$ cat src/rtl/seq_lock_pkg.sv
// -----------------------------------------------------------------------------
// seq_lock_pkg
// Shared definitions for the combination-lock controller.
//   - state_t     : FSM state encoding (IDLE/ENTRY/OPEN/FAIL/LOCK). The
//                   values are visible on the state output.
//   - SYM_A/B/C   : 2-bit symbol codes used inside the packed CODE parameter.
//   - code_sym()  : extracts symbol i from a packed code.
//   - tmr_width() : width of the shared down-stream timer.
// -----------------------------------------------------------------------------
package seq_lock_pkg;

   typedef enum logic [2:0] {
      IDLE  = 3'd0,
      ENTRY = 3'd1,
      OPEN  = 3'd2,
      FAIL  = 3'd3,
      LOCK  = 3'd4
   } state_t;

   localparam logic [1:0] SYM_A = 2'd0;
   localparam logic [1:0] SYM_B = 2'd1;
   localparam logic [1:0] SYM_C = 2'd2;

   // Longest supported code; packed codes are zero-extended to this size.
   localparam int CODE_MAX_LEN = 8;

   // Symbol i lives at code[2i+1:2i].
   function automatic logic [1:0] code_sym(input logic [2*CODE_MAX_LEN-1:0] code,
                                           input logic [2:0]                i);
      return code[{i, 1'b0} +: 2];
   endfunction

   // One timer serves the timeout, open and lock periods, so it is sized for
   // the longest of the three.
   function automatic int tmr_width(input int a, input int b, input int c);
      int m;
      m = (a > b) ? a : b;
      m = (m > c) ? m : c;
      return (m < 2) ? 1 : $clog2(m);
   endfunction

endpackage

$ cat src/rtl/seq_lock_if.sv
// -----------------------------------------------------------------------------
// seq_lock_if
// Button inputs and status outputs of the combination-lock controller.
//   A, B, C   : button levels (driven by the master side)
//   state     : current FSM state encoding
//   unlock    : high while the lock is open
//   err       : one-cycle pulse on a failed attempt
//   lockout   : high while the lockout period runs
//   fail_cnt  : consecutive failure count
// Modports: master = button/LED side, slave = the controller.
// -----------------------------------------------------------------------------
interface seq_lock_if;
   logic       A;
   logic       B;
   logic       C;
   logic [2:0] state;
   logic       unlock;
   logic       err;
   logic       lockout;
   logic [2:0] fail_cnt;

   modport master (
      output A, B, C,
      input  state, unlock, err, lockout, fail_cnt
   );

   modport slave (
      input  A, B, C,
      output state, unlock, err, lockout, fail_cnt
   );
endinterface

$ cat src/rtl/btn_edge_detect.sv
// -----------------------------------------------------------------------------
// btn_edge_detect
// Rising-edge detector for the three button levels.
//   clk  : clock, rising edge
//   rst  : asynchronous active-low reset
//   btn  : button levels {C, B, A}
//   ev   : one-cycle rising-edge strobes {C, B, A}
// Optional macro SEQ_LOCK_SYNC_EN: when defined each button first passes a
// 2-flop synchronizer (reset to 0); otherwise buttons must already be
// synchronous to clk and feed the detector directly.
// The edge history resets to 0, so a button held across reset release fires
// on the first clock after release.
// -----------------------------------------------------------------------------
module btn_edge_detect (
   input  logic       clk,
   input  logic       rst,
   input  logic [2:0] btn,
   output logic [2:0] ev
);

   generate
      for (genvar gi = 0; gi < 3; gi++) begin : g_btn
         logic btn_s;
         logic prev_reg;

`ifdef SEQ_LOCK_SYNC_EN
         logic sync1_reg;
         logic sync2_reg;

         always_ff @(posedge clk or negedge rst) begin
            if (!rst) begin
               sync1_reg <= 1'b0;
               sync2_reg <= 1'b0;
            end else begin
               sync1_reg <= btn[gi];
               sync2_reg <= sync1_reg;
            end
         end

         assign btn_s = sync2_reg;
`else
         assign btn_s = btn[gi];
`endif

         // History updates every cycle regardless of FSM state, so a button
         // held through OPEN/LOCK does not produce an edge afterwards.
         always_ff @(posedge clk or negedge rst) begin
            if (!rst) begin
               prev_reg <= 1'b0;
            end else begin
               prev_reg <= btn_s;
            end
         end

         assign ev[gi] = btn_s & ~prev_reg;
      end
   endgenerate

endmodule

$ cat src/rtl/seq_lock_ctrl.sv
// -----------------------------------------------------------------------------
// seq_lock_ctrl
// Combination-lock controller. Button edges are compared against a packed
// code one symbol at a time; a gap longer than TIMEOUT_CYC, a wrong symbol or
// a multi-press fails the attempt. MAX_FAIL consecutive failures trigger a
// LOCK_CYC lockout; a correct code opens the lock for OPEN_CYC cycles.
//
// Parameters:
//   CODE_LEN    : symbols in the code (2..8)
//   CODE        : packed code, symbol i at CODE[2i+1:2i] (00=A 01=B 10=C)
//   TIMEOUT_CYC : idle cycles allowed between symbols
//   MAX_FAIL    : consecutive failures that trigger a lockout (1..7)
//   OPEN_CYC    : cycles the unlock output is held
//   LOCK_CYC    : cycles the lockout lasts
// Ports:
//   clk  : clock, rising edge
//   rst  : asynchronous active-low reset
//   bus  : seq_lock_if.slave (buttons in, state/unlock/err/lockout/fail_cnt out)
// Optional macro SEQ_LOCK_SYNC_EN (in btn_edge_detect) adds input
// synchronizers; edge-to-state latency then grows from 1 to 3 cycles.
// All outputs are registered and change together with the state register.
// -----------------------------------------------------------------------------
module seq_lock_ctrl
   import seq_lock_pkg::*;
#(
   parameter int                    CODE_LEN    = 4,
   parameter logic [2*CODE_LEN-1:0] CODE        = 8'h84,
   parameter int                    TIMEOUT_CYC = 16,
   parameter int                    MAX_FAIL    = 3,
   parameter int                    OPEN_CYC    = 8,
   parameter int                    LOCK_CYC    = 32
) (
   input  logic      clk,
   input  logic      rst,
   seq_lock_if.slave bus
);

   localparam int TMR_W = tmr_width(TIMEOUT_CYC, OPEN_CYC, LOCK_CYC);

   localparam logic [TMR_W-1:0]          TIMEOUT_LAST = TMR_W'(TIMEOUT_CYC - 1);
   localparam logic [TMR_W-1:0]          OPEN_LAST    = TMR_W'(OPEN_CYC - 1);
   localparam logic [TMR_W-1:0]          LOCK_LAST    = TMR_W'(LOCK_CYC - 1);
   localparam logic [2:0]                IDX_LAST     = 3'(CODE_LEN - 1);
   localparam logic [3:0]                FAIL_LIMIT   = 4'(MAX_FAIL);
   localparam logic [2:0]                FAIL_SAT     = 3'(MAX_FAIL);
   localparam logic [2*CODE_MAX_LEN-1:0] CODE_EXT     = (2*CODE_MAX_LEN)'(CODE);

   // ---------------------------------------------------------------------
   // Edge detection and symbol decode
   // ---------------------------------------------------------------------
   logic [2:0] ev;
   logic [1:0] nev;
   logic [1:0] ev_sym;
   logic [1:0] exp_sym;
   logic       any_ev;
   logic       hit;

   btn_edge_detect u_edge (
      .clk (clk),
      .rst (rst),
      .btn ({bus.C, bus.B, bus.A}),
      .ev  (ev)
   );

   assign nev    = {1'b0, ev[0]} + {1'b0, ev[1]} + {1'b0, ev[2]};
   assign any_ev = (nev != 2'd0);

   // Only meaningful when exactly one event is present.
   always_comb begin
      ev_sym = SYM_A;
      if (ev[1]) ev_sym = SYM_B;
      if (ev[2]) ev_sym = SYM_C;
   end

   // idx_reg is held at 0 outside ENTRY, so in IDLE this selects CODE[0].
   logic [2:0] idx_reg;

   assign exp_sym = code_sym(CODE_EXT, idx_reg);

   // A multi-press (nev >= 2) is never a hit.
   assign hit = (nev == 2'd1) && (ev_sym == exp_sym);

   // ---------------------------------------------------------------------
   // FSM, shared timer and failure counter
   // ---------------------------------------------------------------------
   state_t           state_reg;
   logic [TMR_W-1:0] timer_reg;
   logic [2:0]       fail_cnt_reg;
   logic             unlock_reg;
   logic             err_reg;
   logic             lockout_reg;

   always_ff @(posedge clk or negedge rst) begin
      if (!rst) begin
         state_reg    <= IDLE;
         idx_reg      <= '0;
         timer_reg    <= '0;
         fail_cnt_reg <= '0;
         unlock_reg   <= 1'b0;
         err_reg      <= 1'b0;
         lockout_reg  <= 1'b0;
      end else begin
         // err marks the single FAIL cycle; it is re-armed only on entry.
         err_reg <= 1'b0;

         case (state_reg)
            IDLE: begin
               if (any_ev) begin
                  timer_reg <= '0;
                  if (hit) begin
                     state_reg <= ENTRY;
                     idx_reg   <= 3'd1;
                  end else begin
                     state_reg <= FAIL;
                     err_reg   <= 1'b1;
                  end
               end
            end

            ENTRY: begin
               // A button edge outranks a timeout expiring on the same cycle.
               if (any_ev) begin
                  timer_reg <= '0;
                  if (!hit) begin
                     state_reg <= FAIL;
                     err_reg   <= 1'b1;
                     idx_reg   <= '0;
                  end else if (idx_reg == IDX_LAST) begin
                     state_reg    <= OPEN;
                     unlock_reg   <= 1'b1;
                     fail_cnt_reg <= '0;
                     idx_reg      <= '0;
                  end else begin
                     idx_reg <= idx_reg + 3'd1;
                  end
               end else if (timer_reg == TIMEOUT_LAST) begin
                  state_reg <= FAIL;
                  err_reg   <= 1'b1;
                  timer_reg <= '0;
                  idx_reg   <= '0;
               end else begin
                  timer_reg <= timer_reg + 1'b1;
               end
            end

            FAIL: begin
               timer_reg <= '0;
               if (({1'b0, fail_cnt_reg} + 4'd1) >= FAIL_LIMIT) begin
                  state_reg    <= LOCK;
                  lockout_reg  <= 1'b1;
                  fail_cnt_reg <= FAIL_SAT;
               end else begin
                  state_reg    <= IDLE;
                  fail_cnt_reg <= fail_cnt_reg + 3'd1;
               end
            end

            OPEN: begin
               // Button edges are ignored while open.
               if (timer_reg == OPEN_LAST) begin
                  state_reg  <= IDLE;
                  unlock_reg <= 1'b0;
                  timer_reg  <= '0;
               end else begin
                  timer_reg <= timer_reg + 1'b1;
               end
            end

            LOCK: begin
               // Button edges are ignored during the lockout.
               if (timer_reg == LOCK_LAST) begin
                  state_reg    <= IDLE;
                  lockout_reg  <= 1'b0;
                  fail_cnt_reg <= '0;
                  timer_reg    <= '0;
               end else begin
                  timer_reg <= timer_reg + 1'b1;
               end
            end

            default: begin
               // Encodings 5..7 fall back to a clean IDLE.
               state_reg   <= IDLE;
               idx_reg     <= '0;
               timer_reg   <= '0;
               unlock_reg  <= 1'b0;
               err_reg     <= 1'b0;
               lockout_reg <= 1'b0;
            end
         endcase
      end
   end

   assign bus.state    = state_reg;
   assign bus.unlock   = unlock_reg;
   assign bus.err      = err_reg;
   assign bus.lockout  = lockout_reg;
   assign bus.fail_cnt = fail_cnt_reg;

endmodule

$ cat src/flat_wrapper.sv
// flat-port wrapper written by rule: the top's interface ports become plain ports
module seq_lock_ctrl_flat import seq_lock_pkg::*;
#(
   parameter int                    CODE_LEN    = 4,
   parameter logic [2*CODE_LEN-1:0] CODE        = 8'h84,
   parameter int                    TIMEOUT_CYC = 16,
   parameter int                    MAX_FAIL    = 3,
   parameter int                    OPEN_CYC    = 8,
   parameter int                    LOCK_CYC    = 32
)
  (clk, rst, bus_A, bus_B, bus_C, bus_state, bus_unlock, bus_err, bus_lockout, bus_fail_cnt);
  seq_lock_if bus_i ();
  input  logic clk;
  input  logic rst;
  input wire logic [$bits(bus_i.A)-1:0] bus_A;
  input wire logic [$bits(bus_i.B)-1:0] bus_B;
  input wire logic [$bits(bus_i.C)-1:0] bus_C;
  output wire logic [$bits(bus_i.state)-1:0] bus_state;
  output wire logic [$bits(bus_i.unlock)-1:0] bus_unlock;
  output wire logic [$bits(bus_i.err)-1:0] bus_err;
  output wire logic [$bits(bus_i.lockout)-1:0] bus_lockout;
  output wire logic [$bits(bus_i.fail_cnt)-1:0] bus_fail_cnt;
  assign bus_i.A = bus_A;
  assign bus_i.B = bus_B;
  assign bus_i.C = bus_C;
  assign bus_state = bus_i.state;
  assign bus_unlock = bus_i.unlock;
  assign bus_err = bus_i.err;
  assign bus_lockout = bus_i.lockout;
  assign bus_fail_cnt = bus_i.fail_cnt;
  seq_lock_ctrl #(.CODE_LEN(CODE_LEN), .CODE(CODE), .TIMEOUT_CYC(TIMEOUT_CYC), .MAX_FAIL(MAX_FAIL), .OPEN_CYC(OPEN_CYC), .LOCK_CYC(LOCK_CYC)) u_core (.clk(clk), .rst(rst), .bus(bus_i));
endmodule
$ cat config.mk
export PLATFORM = sky130hd
export DESIGN_NAME = seq_lock_ctrl_flat
export DESIGN_NICKNAME = d
export VERILOG_FILES = /design/src/rtl/seq_lock_pkg.sv /design/src/rtl/seq_lock_if.sv /design/src/rtl/btn_edge_detect.sv /design/src/rtl/seq_lock_ctrl.sv /design/src/flat_wrapper.sv
export SDC_FILE = /design/constraint.sdc
export NUM_CORES = 1
export LEC_CHECK = 0
export BUFFER_PORTS_ARGS = -buffer_cell sky130_fd_sc_hd__buf_2
export CAP_MARGIN = 30
export CORE_ASPECT_RATIO = 1.1
export CORE_MARGIN = 5
export CORE_UTILIZATION = 29
export DETAILED_ROUTE_END_ITERATION = 10
export GPL_TIMING_DRIVEN = 0
export PLACE_DENSITY = 0.5
export SYNTH_ARGS = -nofsm -noshare
export SYNTH_HDL_FRONTEND = slang
export SYNTH_HIERARCHICAL = 1
export SYNTH_SLANG_ARGS = --single-unit
$ cat constraint.sdc
create_clock -name clk -period 2.5 [get_ports clk]
set_input_delay 0.5 -clock clk [delete_from_list [all_inputs] [get_ports clk]]
set_output_delay 0.5 -clock clk [all_outputs]
set_load 0.1 [all_outputs]
# After elaboration in Yosys (flattened, before gate mapping)
# Cells that the tools add are included.
[totals] in_bits=5 wordCells=102 register_bits=20 output_inout_bits=9
[classes] add_sub_neg=6 reduce_logical=12 mux=43 bitwise=9 n_eq_ne=20 n_lt_le_gt_ge=1 shift=1
[ops] cell="$mux W3" count=18
[ops] cell="$mux W5" count=5
[ops] cell="$pmux W5 S4" count=1
[ops] cell="$pmux W3 S3" count=2
[ops] cell="$ne A2 B1 Y1 const B" count=8
[ops] cell="$shiftx A16 B5 Y2 const A" count=1
[ops] cell="$pmux W3 S5" count=1
[ops] cell="$reduce_and A5 Y1" count=3
[ops] cell="$mux W1" count=11
[ops] cell="$eq A3 B2 Y1 const B" count=3
[ops] cell="$reduce_or A3 Y1" count=3
[ops] cell="$add A3 B1 Y3 const B" count=2
[ops] cell="$not A1 Y1" count=6
[ops] cell="$pmux W1 S3" count=2
[ops] cell="$add A5 B1 Y5 const B" count=1
[ops] cell="$eq A5 B3 Y1 const B" count=1
[ops] cell="$eq A5 B4 Y1 const B" count=1
[ops] cell="$eq A5 B5 Y1 const B" count=1
[ops] cell="$add A3 B1 Y4 const B" count=1
[ops] cell="$ge A4 B2 Y1 const B" count=1
[ops] cell="$mux W2" count=2
[ops] cell="$ne A4 B4 Y1 const B" count=1
[ops] cell="$reduce_and A4 Y1" count=1
[ops] cell="$and A1 B1 Y1" count=3
[ops] cell="other kinds (13)" count=13

# Depth between registers and ports, before layout
# Gate-level depths: netlist of the first run.
[logic_depth] word_depth=9 depth_mapped=8 ltp_nobuf=8

# Modules after synthesis
# Netlist of the first run, hierarchy kept.
[modules_own_cells] mod="seq_lock_ctrl" cells_per_inst=124 area_each_um2=1142.3 n_inst=1
[modules_own_cells] mod="btn_edge_detect" cells_per_inst=6 area_each_um2=116.4 n_inst=1

# Worst setup path after synthesis of the first run
# Ideal clock, no wire load.
[synth_path] kind="reg-to-reg" from="register u_core.state_reg[0] (netlist: u_core/bus.state[0])" to="register u_core.state_reg[0] (netlist: u_core/bus.state[0])" path_stages_with_launch=7 period_less_slack_ns=2.428 t_arrival_ns=2.303 required_ns=2.375 n_path_buf=1 path_slack_ns=0.072 cell_sequence="dfrtp_1 -> buf_4 -> and2b_1 -> nand2_1 -> or4b_4 -> nand2_4 -> mux2_4"
[synth_via] elab_chain_len=3
[synth_rtl] item="from (decl)" line_no="seq_lock_ctrl.sv:86" text="state_t state_reg;"
[synth_rtl] item="from (signal assigned)" line_no="seq_lock_ctrl.sv:95" text="state_reg <= IDLE;"
[synth_rtl] item="from (signal assigned)" line_no="seq_lock_ctrl.sv:111" text="state_reg <= ENTRY;"
[synth_rtl] item="from (signal assigned)" line_no="seq_lock_ctrl.sv:114" text="state_reg <= FAIL;"
[synth_rtl] item="$eq A3 B1 Y1 (tied with other cells)" line_no="seq_lock_ctrl.sv:106" text="case (state_reg)"
[synth_rtl] item="$ne A4 B4 Y1 (no source line) (tied with other cells)"
[synth_rtl] item="$reduce_and A5 Y1 (no source line)"
# Parallel ways exist; a longest one is shown, timed or not.
# A chain may end at the register's enable or synchronous reset.

# Worst setup path after layout of the first run
[layout_path] from="register u_core.u_edge.g_btn[2].prev_reg" to="register u_core.state_reg[0] (netlist: u_core/bus.state[0])"
[layout_via] elab_chain_len=8
[layout_rtl] item="from (decl)" line_no="btn_edge_detect.sv:24" text="logic prev_reg;"
[layout_rtl] item="from (signal assigned)" line_no="btn_edge_detect.sv:51" text="prev_reg <= btn_s;"
[layout_rtl] item="$not A1 Y1 (*)" line_no="btn_edge_detect.sv:55" text="assign ev[gi] = btn_s & ~prev_reg;"
[layout_rtl] item="$and A1 B1 Y1 (*)" line_no="btn_edge_detect.sv:55"
[layout_rtl] item="named net u_core.ev[2]" line_no="seq_lock_ctrl.sv:51" text="logic [2:0] ev;"
[layout_rtl] item="$add A2 B1 Y2 / $mux W2 (equally long branches)" line_no="seq_lock_ctrl.sv:65, seq_lock_ctrl.sv:72"
[layout_rtl] item="$eq A2 B1 Y1 / $eq A2 B2 Y1 (equally long branches)" line_no="seq_lock_ctrl.sv:81" text="assign hit = (nev == 2'd1) && (ev_sym == exp_sym);"
[layout_rtl] item="$logic_and A1 B1 Y1" line_no="seq_lock_ctrl.sv:81"
[layout_rtl] item="$mux W3" line_no="seq_lock_ctrl.sv:124" text="if (!hit) begin"
[layout_rtl] item="$mux W3" line_no="seq_lock_ctrl.sv:122" text="if (any_ev) begin"
[layout_rtl] item="$pmux W3 S5" line_no="seq_lock_ctrl.sv:106"
[layout_rtl] item="to (signal assigned)" line_no="seq_lock_ctrl.sv:111"
[layout_rtl] item="to (signal assigned)" line_no="seq_lock_ctrl.sv:125" text="state_reg <= FAIL;"
[layout_rtl] item="to (signal assigned)" line_no="seq_lock_ctrl.sv:129" text="state_reg <= OPEN;"
# The timed path passes the listed nets; every way through them passes the cells marked *.

==> qor.yml, run 1 <==
global_routing:
  grt_max_degree: 21
  track_usage: 0.101
  overflow: 0
  grt_pass1_vias: 994
  grt_first_pass_wirelength_mm: 4.67
  antenna_found_initial: 0
timing:
  clock_skew_ps: 2.91
  final.min_clock_period_ps: 2290
  relSlewSlack: 0.490
  slew_violations: 0
  fmax_mhz: 437
  final-hold-violation-count: 0
  setup_violations: 0
  rsz0062_at_grt: "no"
  fin_crit_sh: 0.916
  worst_slew_pin_slew_ps: 758
final_layout:
  layout.nets: 162
  area_delta_synth_final_pct: 15.3
  fin_util: 0.341
  insertedDiodeCount: 0
  layout_common_cells: "20 x dfrtp_1, 14 x buf_2, 14 x nand2_1, 9 x inv_1, 9 x nor2_1"
  final_area_um2: 1450
  drive_gt1_frac: 0.211
  fill_cells: 442
  final_common_cell: "dfrtp_1"
  largest_reg_flops: 5
synthesis:
  synth_top_area_frac: 0.398
  postSynth.asyncResetShare: 1.00
  synth_cell_types: 43
  synthesis.nets: 144
  synth-edff-count: 0
  avgSynthCellArea_um2: 9.68
  synthTopCellsByArea: "dfrtp_1 40%, ha_1 8.0%, nand2_1 4.2%"
  synth_ff_type: "dfrtp_1"
  yosysTopAreaCell: "dfrtp_1"
  ys_warn_count: 6
  synth-seq-cells: 20
  synth_area_um2: 1260
  syn_inst: 130
  ys_seq_area_frac: 0.398
cts:
  cts_buffers: 3
  h-tree-depth: 1
  cts_tree: "built"
  clk_pin_slew_ps: 80
  cts_root_buffer: "clkbuf_8"
  insertion_delay_ps: 250
  cts_setup_buffers: 0
  cts_num_sinks: 20
  holdBufCountCts: 0
  cts_buffer_depth: 2
floorplan:
  die_h_um: 79.1
  core_um2: 4250
  die-width_um: 72.8
  row_count: 25
  fp.dieArea_um2: 5760
  io_pins: 14
  start_util: 0.296
power:
  power.density_nw_per_um2: 1320
  ir_worst_vdd_mv: 0.322
  p_leak_nw: 0.699
placement:
  gp_congestion: 0.804
  portBuffers: 13
  place_area_um2: 1390
  dp_hpwl_mm: 2.04
min_path:
  hold_path_class: "in2async"
route:
  via_count: 999
  drt_iter0_markers: 42
  drc_errors: 0
  route.detailed.vias_per_inst: 4.97
  wire_per_inst_um: 13.3
  wl_mm: 2.67
  drtPass1Iterations: 4
  ant_nets: 0
critical_path:
  reg2regPathDepth: 7
  rr_endpoint: "u_core/bus.state[0]"
  crit_type: "reg2reg"
  required_ps: 2640
  path_max_fanout: 8
  r2r_start: "u_core/u_edge/g_btn[2].prev_reg"
  rrSetupSlack_ps: 210
  endpoint_kind: "flop"
  cp.arrival_ps: 2430
  cp-start-kind: "flop"
job:
  maxCapViolations: 0
outcome:
  status: "completed"
-- cells by family after synthesis --
group                      share of synthesized area
DFF                                            0.398
buffers and inverters                         0.0398
and+or+nand+nor                                0.257
adders and majority gates                     0.0954
muxes                                         0.0199
AOI/OAI and AO/OA                              0.190
-- power by group --
part	internal, mW	leakage [nW]	switching, mW
Clock	0.140	0.0288	0.108
Combinational	0.334	0.416	0.825
Sequential	0.414	0.254	0.0898
Total	0.888	0.699	1.02
-- routing by layer --
metal / up-vias / part of all wire / track usage
met5: - / 0 / 0
li1: 498 / - / -
met1: 485 / 0.47 / 0.132
met2: 12 / 0.47 / 0.164
met3: 4 / 0.031 / 0.0177
met4: 0 / 0.020 / 0.0406
-- worst max-delay path by stage --
stage,end,start,cells past startpoint
2_1_floorplan,u_core/bus.state[0],u_core/bus.state[0],6
3_3_place_gp,u_core/bus.state[0],bus_A,8
3_5_place_dp,u_core/bus.state[0],bus_A,8
4_1_cts,u_core/bus.state[0],u_core/u_edge/g_btn[2].prev_reg,7
5_1_grt,u_core/bus.state[0],u_core/u_edge/g_btn[2].prev_reg,7
6_report,u_core/bus.state[0],u_core/u_edge/g_btn[2].prev_reg,7
-- per-stage QoR --
step | power [mW] | cells | hold slack [ps] | TNS [ps] | setup slack (ps)
floorplan | 1.46 | 130 | 204 | 0 | 72.2
global placement | 1.65 | 197 | 450 | -91.6 | -91.6
detailed placement | 1.66 | 197 | 459 | -117 | -117
finish | 1.91 | 201 | 190 | 0 | 211
global route | 2.04 | 201 | 232 | 0 | 84.9
CTS | 1.92 | 201 | 212 | 0 | 131
-- layout make-up --
class,count,area (µm²),area share
Buffer,2,12.5,0.00862
Clock buffer,4,55.1,0.0379
Inverter,10,37.5,0.0259
Multi-Input combinational cell,98,713,0.491
Sequential cell,20,500,0.345
Tap cell,54,67.6,0.0466
Timing Repair Buffer,13,65.1,0.0448
-- worst max-delay path, stage by stage (launching register included) --
cell and delay, ps:
dfrtp_1 400, nor2b_4 160, fa_1 550, nor3_2 290, nand3_1 180, and3_4 240, nand2_4 70, mux2_4 290
-- Yosys cell counts (2+ instances only) --
library cell   n
o31a_1         2
a21oi_1        8
nor2_1         9
nand2_1       14
o21ai_1        2
nor3b_1        3
o31ai_1        2
a22oi_1        2
nor3_1         3
and4bb_1       2
nor2b_1        2
and2_1         2
inv_1          9
a21o_1         2
nor2b_4        3
nand3_1        3
nor4_1         3
o21bai_1       2
dfrtp_1       20
ha_1           8
o21ai_0        7
-- what timing repair did --
item / in CTS / in global routing
hold endpoints to repair: 0 / 0
setup endpoints to repair: 0 / 1
gates resized for setup: 0 / 1
Note: power is estimated with default switching activity, not from simulation.
==> run 2: changes to the inputs <==
- ABC_AREA: not set -> 1
==> run 2 against run 1 <==
Final area up 1.0%. Synthesized area up 2.7%. Critical path type unchanged. Setup slack better by 260 ps. Clock skew up 0.60 ps. Largest power group unchanged. Hold slack better by 1.8 ps.
==> qor.yml, run 2 <==
outcome:
  status: "completed"
global_routing:
  overflow: 0
  antenna_found_initial: 0
  grt_first_pass_wirelength_mm: 4.77
  track_usage: 0.103
  grt_max_degree: 21
  grt_pass1_vias: 1126
final_layout:
  layout.cells.non_filler: 240
  fin_util: 0.340
  insertedDiodeCount: 0
  final_common_cell: "nand2_1"
  final_area_um2: 1470
  fill_cells: 475
  layout_common_cells: "46 x nand2_1, 26 x inv_1, 20 x dfrtp_1, 15 x nor2_1, 13 x buf_2"
  largest_reg_flops: 5
  drive_gt1_frac: 0.226
  area_delta_synth_final_pct: 13.5
  layout.nets: 202
cts:
  h-tree-depth: 1
  cts_setup_buffers: 0
  post_cts_resized: 0
  cts_tree: "built"
  cts_buffer_depth: 2
  cts_num_sinks: 20
  cts_buffers: 3
  cts_root_buffer: "clkbuf_8"
  clk_pin_slew_ps: 80
  holdBufCountCts: 0
  insertion_delay_ps: 260
route:
  wire_per_inst_um: 10.5
  drt_iter0_markers: 40
  via_count: 1046
  route.detailed.vias_per_inst: 4.36
  drtPass1Iterations: 5
  ant_nets: 0
  wl_mm: 2.51
  drc_errors: 0
floorplan:
  row_count: 25
  die_h_um: 80.0
  core_um2: 4320
  start_util: 0.299
  die-width_um: 73.7
  fp.dieArea_um2: 5890
  io_pins: 14
critical_path:
  crit_path_max_incr_delay_ps: 460
  cp-start-kind: "flop"
  path_cells: "nor2_2, fa_1, nor2_1, nand2_1, nor2_1, inv_1, nand4_1, nor2_1, nand2_1, nand2_1"
  rr_endpoint: "u_core/bus.state[0]"
  rrSetupSlack_ps: 470
  required_ps: 2650
  path_max_fanout: 4
  crit_type: "reg2reg"
  endpoint_kind: "flop"
  reg2regPathDepth: 10
  r2r_start: "u_core/u_edge/g_btn[2].prev_reg"
  cp.arrival_ps: 2180
  cpMaxStageDelayCell: "fa_1"
synthesis:
  synth_ff_type: "dfrtp_1"
  synth_common_cells: "46 x nand2_1, 26 x inv_1, 20 x dfrtp_1, 15 x nor2_1, 11 x nand2_2"
  syn_inst: 170
  postSynth.asyncResetShare: 1.00
  yosysTopAreaCell: "dfrtp_1"
  ys_warn_count: 6
  synthesis.nets: 184
  synthTopCellsByArea: "dfrtp_1 39%, nand2_1 13%, ha_1 7.7%"
  ys_seq_area_frac: 0.387
  synth_cell_types: 27
  yosysMostFrequentCell: "nand2_1"
  avgSynthCellArea_um2: 7.60
  synth_area_um2: 1290
  synth-edff-count: 0
  synth-seq-cells: 20
  synth_top_area_frac: 0.387
placement:
  dp_hpwl_mm: 2.02
  portBuffers: 13
  dpl_worst_slack_ps: 233
  place_inst: 237
  place_area_um2: 1430
  gp_congestion: 0.754
timing:
  final.min_clock_period_ps: 2030
  fmax_mhz: 492
  hold_slack_ps: 192
  timing.final.ws_setup_ps: 468
  rsz0062_at_grt: "no"
  slew_violations: 0
  setup_tns_ps: 0
  fin_crit_sh: 0.813
  final-hold-violation-count: 0
  relSlewSlack: 0.676
  clock_skew_ps: 3.51
  setup_violations: 0
  worst_slew_pin_slew_ps: 489
job:
  maxCapViolations: 0
min_path:
  hold_path_class: "in2async"
power:
  p_leak_nw: 0.806
  ir_worst_vdd_mv: 0.844
  power.density_nw_per_um2: 1340
  power_mw: 1.96
==> run 2: cell count changes after synthesis, moves of 3 or more <==
cell | previous run | this run
nor2b_4 | 3 | 0
nor3b_1 | 3 | 0
nand2_1 | 14 | 46
o21ai_0 | 7 | 2
nor2_2 | 0 | 6
nor2_1 | 9 | 15
nand3_1 | 3 | 8
a21oi_1 | 8 | 4
nor4_1 | 3 | 0
inv_1 | 9 | 26
nand2_2 | 0 | 11
inv_2 | 1 | 4
==> run 2: cell type report <==
cell class                 count  area, µm²  share of cell area
inverter                      30        113              0.0768
timing repair buffer          13       65.1              0.0444
multi-input combinational    120        679               0.463
tap                           54       67.6              0.0461
sequential                    20        500               0.341
clock buffer                   3       41.3              0.0282
==> run 2: how the worst max path moves through the flow <==
stage,start,to,depth (start not counted)
global placement,bus_C,u_core/bus.state[1],12
global route,u_core/u_edge/g_btn[2].prev_reg,u_core/bus.state[0],11
floorplan,bus_C,u_core/bus.state[0],12
CTS,u_core/u_edge/g_btn[2].prev_reg,u_core/bus.state[0],10
detailed placement,bus_C,u_core/bus.state[0],12
finish,u_core/u_edge/g_btn[2].prev_reg,u_core/bus.state[0],10
==> run 2: worst max-delay path: cells and delay by family, from the launching register on <==
family / cells / cell delay (ps)
adder cells (fa/ha/maj): 1 / 460
flip-flops: 1 / 370
buffers and inverters: 1 / 100
AND/OR/NAND/NOR: 8 / 990
==> run 2: power by group <==
part           leakage (nW)  switching, mW  internal, mW
registers             0.260         0.0893         0.412
logic                 0.525          0.950         0.299
clock network        0.0216          0.106         0.107
==> run 2: logic make-up after synthesis <==
kind of cell	count (synthesis)	share of synthesized area
compound gates	15	0.0707
xor+xnor	1	0.00678
fa+ha+maj	9	0.0929
buf+inv	30	0.0871
flops	20	0.387
simple gates	95	0.355
==> run 2: layer usage <==
layer	vias to the layer above	share of wire	GRT usage
met5	-	0	0
met4	0	0.0080	0.0380
met3	2	0.025	0.0189
met2	15	0.48	0.169
met1	464	0.49	0.133
li1	565	-	-
